`src/rtl/dmem_arbiter.sv`:
```
// Shares one single-port data RAM between the CPU load/store port (0) and a
// secondary master (1); fixed priority to port 0 with starvation relief for port 1.
module dmem_arbiter #(
  parameter int ADDR_W     = 10,
  parameter int DATA_W     = 32,
  parameter int STARVE_MAX = 4
) (
  input  logic              CLK,
  input  logic              RST,
  input  logic              m0_req,
  input  logic              m0_we,
  input  logic [ADDR_W-1:0] m0_addr,
  input  logic [DATA_W-1:0] m0_wdata,
  output logic              m0_gnt,
  output logic              m0_rvalid,
  output logic [DATA_W-1:0] m0_rdata,
  input  logic              m1_req,
  input  logic              m1_we,
  input  logic [ADDR_W-1:0] m1_addr,
  input  logic [DATA_W-1:0] m1_wdata,
  output logic              m1_gnt,
  output logic              m1_rvalid,
  output logic [DATA_W-1:0] m1_rdata,
  output logic              MemWrite,
  output logic              MemRead,
  output logic [ADDR_W-1:0] address,
  output logic [DATA_W-1:0] write_data,
  input  logic [DATA_W-1:0] read_data
);

  localparam logic [3:0] STARVE_LIM = 4'(STARVE_MAX);

  logic              m0_gnt_s;
  logic              m1_gnt_s;
  logic              m0_rvalid_s;
  logic              m1_rvalid_s;
  logic [3:0]        starve_cnt_q;
  logic [3:0]        starve_cnt_d;
  logic              rd_pending_q;
  logic              rd_pending_d;
  logic              rd_owner_q;
  logic              rd_owner_d;
  logic [DATA_W-1:0] m0_rdata_q;
  logic [DATA_W-1:0] m0_rdata_d;
  logic [DATA_W-1:0] m1_rdata_q;
  logic [DATA_W-1:0] m1_rdata_d;

  // Grant decision: port 0 wins ties unless port 1 has lost STARVE_MAX cycles in a row
  always_comb begin
    m0_gnt_s = 1'b0;
    m1_gnt_s = 1'b0;
    if (RST) begin
      m0_gnt_s = 1'b0;
      m1_gnt_s = 1'b0;
    end else if (m0_req && m1_req) begin
      if (starve_cnt_q == STARVE_LIM) begin
        m1_gnt_s = 1'b1;
      end else begin
        m0_gnt_s = 1'b1;
      end
    end else if (m0_req) begin
      m0_gnt_s = 1'b1;
    end else if (m1_req) begin
      m1_gnt_s = 1'b1;
    end else begin
      m0_gnt_s = 1'b0;
      m1_gnt_s = 1'b0;
    end
  end

  // RAM command mux: the granted port drives the RAM, otherwise everything is idle/zero
  always_comb begin
    MemWrite   = 1'b0;
    MemRead    = 1'b0;
    address    = '0;
    write_data = '0;
    case ({m1_gnt_s, m0_gnt_s})
      2'b01: begin
        MemWrite   = m0_we;
        MemRead    = ~m0_we;
        address    = m0_addr;
        write_data = m0_wdata;
      end
      2'b10: begin
        MemWrite   = m1_we;
        MemRead    = ~m1_we;
        address    = m1_addr;
        write_data = m1_wdata;
      end
      default: begin
        MemWrite   = 1'b0;
        MemRead    = 1'b0;
        address    = '0;
        write_data = '0;
      end
    endcase
  end

  // Read return: a read granted last cycle comes back now; reset drops it
  always_comb begin
    m0_rvalid_s = rd_pending_q & ~rd_owner_q & ~RST;
    m1_rvalid_s = rd_pending_q & rd_owner_q & ~RST;
  end

  // Next-state: read tracking, held read data per port and starvation count
  always_comb begin
    starve_cnt_d = starve_cnt_q;
    rd_pending_d = rd_pending_q;
    rd_owner_d   = rd_owner_q;
    m0_rdata_d   = m0_rdata_q;
    m1_rdata_d   = m1_rdata_q;
    if (RST) begin
      starve_cnt_d = 4'd0;
      rd_pending_d = 1'b0;
      rd_owner_d   = 1'b0;
      m0_rdata_d   = '0;
      m1_rdata_d   = '0;
    end else begin
      rd_pending_d = (m0_gnt_s & ~m0_we) | (m1_gnt_s & ~m1_we);
      rd_owner_d   = m1_gnt_s;
      if (m0_rvalid_s) begin
        m0_rdata_d = read_data;
      end else begin
        m0_rdata_d = m0_rdata_q;
      end
      if (m1_rvalid_s) begin
        m1_rdata_d = read_data;
      end else begin
        m1_rdata_d = m1_rdata_q;
      end
      if (m1_gnt_s || !m1_req) begin
        starve_cnt_d = 4'd0;
      end else if (starve_cnt_q >= STARVE_LIM) begin
        starve_cnt_d = STARVE_LIM;
      end else begin
        starve_cnt_d = starve_cnt_q + 4'd1;
      end
    end
  end

  // State registers
  always_ff @(posedge CLK) begin
    starve_cnt_q <= starve_cnt_d;
    rd_pending_q <= rd_pending_d;
    rd_owner_q   <= rd_owner_d;
    m0_rdata_q   <= m0_rdata_d;
    m1_rdata_q   <= m1_rdata_d;
  end

  // Outputs: rdata shows the returning word in its valid cycle, else the last one held
  always_comb begin
    m0_gnt    = m0_gnt_s;
    m1_gnt    = m1_gnt_s;
    m0_rvalid = m0_rvalid_s;
    m1_rvalid = m1_rvalid_s;
    if (m0_rvalid_s) begin
      m0_rdata = read_data;
    end else begin
      m0_rdata = m0_rdata_q;
    end
    if (m1_rvalid_s) begin
      m1_rdata = read_data;
    end else begin
      m1_rdata = m1_rdata_q;
    end
  end

endmodule

```
`config.mk`:
```
export PLATFORM = sky130hd
export DESIGN_NAME = dmem_arbiter
export DESIGN_NICKNAME = d
export VERILOG_FILES = /design/src/rtl/dmem_arbiter.sv
export SDC_FILE = /design/constraint.sdc
export NUM_CORES = 1
export LEC_CHECK = 0
export ABC_AREA = 0
export BUFFER_PORTS_ARGS = -buffer_cell sky130_fd_sc_hd__clkbuf_2
export CORE_MARGIN = 4
export CORE_UTILIZATION = 45
export CTS_BUF_LIST = sky130_fd_sc_hd__clkbuf_8 sky130_fd_sc_hd__clkbuf_16
export DETAILED_ROUTE_END_ITERATION = 8
export HOLD_SLACK_MARGIN = 0.06
export PLACE_DENSITY_LB_ADDON = 0.12
export RECOVER_POWER = 25
export SLEW_MARGIN = 30
export SYNTH_ARGS = -nofsm -noshare
export SYNTH_HDL_FRONTEND = slang
export SYNTH_SLANG_ARGS = --single-unit
```
`constraint.sdc`:
```
create_clock -name CLK -period 3.5 [get_ports CLK]
set_input_delay 0.525 -clock CLK [delete_from_list [all_inputs] [get_ports CLK]]
set_output_delay 0.525 -clock CLK [all_outputs]
set_load 0.05 [all_outputs]
```
# --- Word-level counts from Yosys, hierarchy flattened ---
# Cells that the tools add are included.
word_totals:
  inputBits: 122
  word_cells: 43
  output_inout_bits: 112
  ff_bits: 70
classes:
  n_bitwise: 11
  eq_ne: 3
  mux: 16
  n_reduce_logical: 5
  magnitude_cmp: 1
  addsub: 1
ops:
  columns: ["operator", "n"]
  rows:
  - ["$mux 32", 2]
  - ["$pmux 32 s2", 1]
  - ["$pmux 10 s2", 1]
  - ["$mux 1", 9]
  - ["$and 1x1->1", 6]
  - ["$add 4x1->4 const B", 1]
  - ["$eq 4x3->1 const B", 1]
  - ["$ge 4x3->1 const B", 1]
  - ["$not 1->1", 4]
  - ["$pmux 1 s2", 2]
  - ["$mux 3", 1]
  - ["$reduce_or 3->1", 1]
  - ["$eq 2x1->1 const B", 1]
  - ["$eq 2x2->1 const B", 1]
  - ["$reduce_or 2->1", 1]
  - ["$logic_and 1x1->1", 1]
  - ["$logic_not 1->1", 1]
  - ["$logic_or 1x1->1", 1]
  - ["$or 1x1->1", 1]

# --- Depth between registers and ports, before layout ---
logic_depth:
  word_depth: 6
  mapped_depth: 10
  ltp_nobuf: 8

# --- Least setup slack after synthesis ---
# Ideal clock, no wire load.
synth_timing:
  path_type: "reg-to-output"
  start: "register starve_cnt_q[0]"
  end: "output port write_data[10]"
  arrival_ps: 2912
  required_time_ps: 2975
  n_path_buf: 2
  setup_slack_ps: 63
  path_stages_with_launch: 11
  path_cell_list: "dfxtp_1 -> inv_1 -> ha_1 -> and3b_1 -> a211o_1 -> inv_1 -> ha_1 -> clkbuf_1 -> clkbuf_1 -> a22oi_1 -> nor2_1"
synth_between:
  elab_chain_len: 6
  word_cells_on_any_way: 10
  cone_classes: "3 x eq/ne; 7 x mux"
synth_lines:
  columns: ["element", "line", "source"]
  rows:
  - ["start: declaration", "37", "logic [3:0] starve_cnt_q;"]
  - ["start signal: assignment", "143", "starve_cnt_q <= starve_cnt_d;"]
  - ["$eq 4x3->1 (*)", "56", "if (starve_cnt_q == STARVE_LIM) begin"]
  - ["$mux 1 (*)", "56", null]
  - ["$mux 1 (*)", "55", "end else if (m0_req && m1_req) begin"]
  - ["$mux 1 (*)", "52", "if (RST) begin"]
  - ["net m0_gnt", "14", "output logic m0_gnt,"]
  - ["$eq 2x2->1 / $eq 2x1->1 (equally long branches)", "77", "case ({m1_gnt_s, m0_gnt_s})"]
  - ["$pmux 32 s2 (*)", "77", null]
  - ["end: declaration", "27", "output logic [DATA_W-1:0] write_data,"]
# Mark *: on every way through the listed nets, which the timed path passes. The rest lies on a longest branch.

# --- Worst setup path in the final report ---
layout_timing:
  start: "register starve_cnt_q[0]"
  end: "output port MemWrite"
layout_between:
  elab_chain_len: 6
  word_cells_on_any_way: 10
  cone_classes: "3 x eq/ne; 7 x mux"
layout_lines:
  columns: ["element", "line", "source"]
  rows:
  - ["$eq 4x3->1 (*)", "56", null]
  - ["$mux 1", "56", null]
  - ["$mux 1", "55", null]
  - ["$mux 1", "52", null]
  - ["$eq 2x2->1 / $eq 2x1->1 (equally long branches)", "77", null]
  - ["$pmux 1 s2 (*)", "77", null]
  - ["end: declaration", "24", "output logic MemWrite,"]
# Mark *: on every way between the ends. The rest lies on a longest branch, timed or not.

==> results.txt <==
status: completed
final setup fails: 0
routed wire length: 10,800 um
worst-path cell chain: inv_1, ha_1, and3b_1, a211o_1, inv_1, ha_2, buf_6, a22oi_1, nor2_1, buf_12
CP arrival: 2720 ps
CP max-delay cell: dfxtp_1
Worst IR Drop VDD: 0.188 mV
CP Capture Type: primary output
GP Congestion: 0.922
Crit Path Max Fanout: 44
setup TNS: 0 ps
CP startpoint kind: register
post-route ant nets: 0
fillers: 615
Setup CP Type: register to primary output
post-synth cell types: 25
Die W: 94.9 um
Port Buffer Count: 233
layout cell share with drive strength beyond 1: 55.0%
RSZ-0062 raised after global routing: no
Site Rows: 31
nets: 688
most common cell after layout, fill and taps aside: clkbuf_2
leading area contributor after synthesis: dfxtp_1
Clock Sinks: 70
register area share after synthesis: 41.2%
Synth Cell Area: 3400 um^2
worst min path class: input pin to register
IO Pins: 234
Slew Viols, Final: 0
hold buffers post-CTS: 0
Via density: 4.99
worst-case clock skew: 19.2 ps
Worst slew margin: 61.6%
synthesized netlist cell count: 341
Iter 0 DRT Violations: 119
clk slew on worst S/H paths: 70 ps
cell repeated most along the worst path: inv_1
largest net degree at the start of global routing: 65
Max-cap violations: 0
critical path required time: 2970 ps
Clock H-tree levels: 3
final period utilization: 92.8%
drt first pass iters: 4
DR WL/cell: 16.2 um
worst skew pair latency: 350 ps
initial antenna violation count: 0
most frequent cells in the layout: clkbuf_2, dfxtp_1, mux2_2
min Tclk post-route: 3250 ps
Total GRT Usage: 23.6%
DR DRC count: 0
vias post-DR: 3,323
slowest stage delay, CP: 360 ps
root buf cell: clkbuf_8
flops & latches, synth: 70
Least-Margin Pin Slew: 576 ps
Syn Nets: 467
first-pass GRT wire length: 16,200 um
CTS tree: done
Die H: 94.9 um
Fin. Hold Viols: 0
Max Root-Sink Buffers: 2
Leak: 0.00270 uW
Core Region: 7290 um^2
hpwl dp: 8550 um
synth top area cells: dfxtp_1, mux2_2, a22oi_1, nor2b_1, nor2_1
Antenna Cells: 0
CTS Buf Count: 9
FMAX: 308 MHz
dpl cell area: 4980 um^2
top-area cell type share of the netlist area: 41.2%
total congestion overflow: 0
P&R area growth vs syn: 52.8%
cell area after layout: 5190 um^2
YS warnings: 0
number of global-route vias before repair: 3,304
PwrDens: 380 nW/um^2
synthesized area per cell: 9.97 um^2
Initial Util: 46.6%
die area: 9010 um^2
registers in the layout (all words and copies together) (netlist names):
name,cells
m1_rdata_q,32
m0_rdata_q,32
starve_cnt_q,4
rd_owner_q,1
rd_pending_q,1
Yosys cell counts, drive strengths merged:
| master | n |
|---|---|
| a21oi | 2 |
| buf | 6 |
| and3b | 1 |
| inv | 8 |
| clkbuf | 22 |
| dfxtp | 70 |
| a211o | 1 |
| conb | 1 |
| nor4 | 1 |
| o22ai | 1 |
| o21ai | 2 |
| nand3b | 1 |
| nor4b | 1 |
| nor2b | 36 |
| nor3b | 1 |
| a22oi | 43 |
| and2b | 29 |
| nand2b | 2 |
| mux2 | 64 |
| nand2 | 2 |
| ha | 4 |
| nor2 | 43 |
final timing paths:
kind	cells past startpoint	end	slack (ps)	from
max	10	MemWrite	250	starve_cnt_q[0]
min	2	rd_pending_q	420	m1_we
max reg2reg	4	m0_rdata_q[25]	1790	rd_pending_q
min reg2reg	1	starve_cnt_q[0]	460	starve_cnt_q[0]
where the power goes:
part	internal, uW	switching, uW
registers	811	5.29
clock network	404	317
logic	162	273
total	1380	595
kinds of logic after synthesis:
logic type,count (synthesis),share of synthesized area (%)
AND/OR/NAND/NOR,117,20.5
flip-flops,70,41.2
multiplexers,64,21.2
AO/OA/AOI/OAI,49,10.5
buffers and inverters,36,4.97
adder cells (fa/ha/maj),4,1.47
other,1,0.110
worst max-delay path: cells and delay by family (launching register included):
| family | cells | cell delay [ps] |
|---|---|---|
| fa+ha+maj | 2 | 380 |
| flops | 1 | 360 |
| buf+inv | 4 | 630 |
| simple gates | 2 | 550 |
| compound gates | 2 | 450 |
repair_timing:
action                                  4_1_cts  5_1_grt
setup buffers                                 0        0
resized for setup                             0        3
endpoints found under the setup margin        0       25
stage by stage:
stage	std cells	total power [uW]	hold WS (ps)	worst slack (ps)	utilization, %
global placement	650	1270	442	591	68.3
global route	666	2050	408	62.4	71.2
floorplan	341	1100	427	62.5	-
detailed placement	650	1270	450	536	68.3
finish	666	1970	424	251	71.2
CTS	666	1990	398	153	71.3
layout make-up:
| type | instances | area, um^2 | area share (%) |
|---|---|---|---|
| multi-input combinational | 235 | 1820 | 35.1 |
| sequential | 70 | 1400 | 27.0 |
| timing repair buffer | 238 | 1600 | 30.7 |
| clock inverter | 7 | 97.6 | 1.88 |
| inverter | 8 | 30.0 | 0.578 |
| clock buffer | 9 | 124 | 2.38 |
| tap | 99 | 124 | 2.38 |
routing by layer:
metal	wire length, um	share of wire [%]	GRT usage [%]	vias to the layer above
li1	-	-	-	1608
met1	4050	38	25.3	1550
met2	5500	51	42.0	145
met3	963	9.0	9.32	20
met4	248	2.3	7.93	0
met5	0	0	0	-
Power figures use the tool's default switching activity.
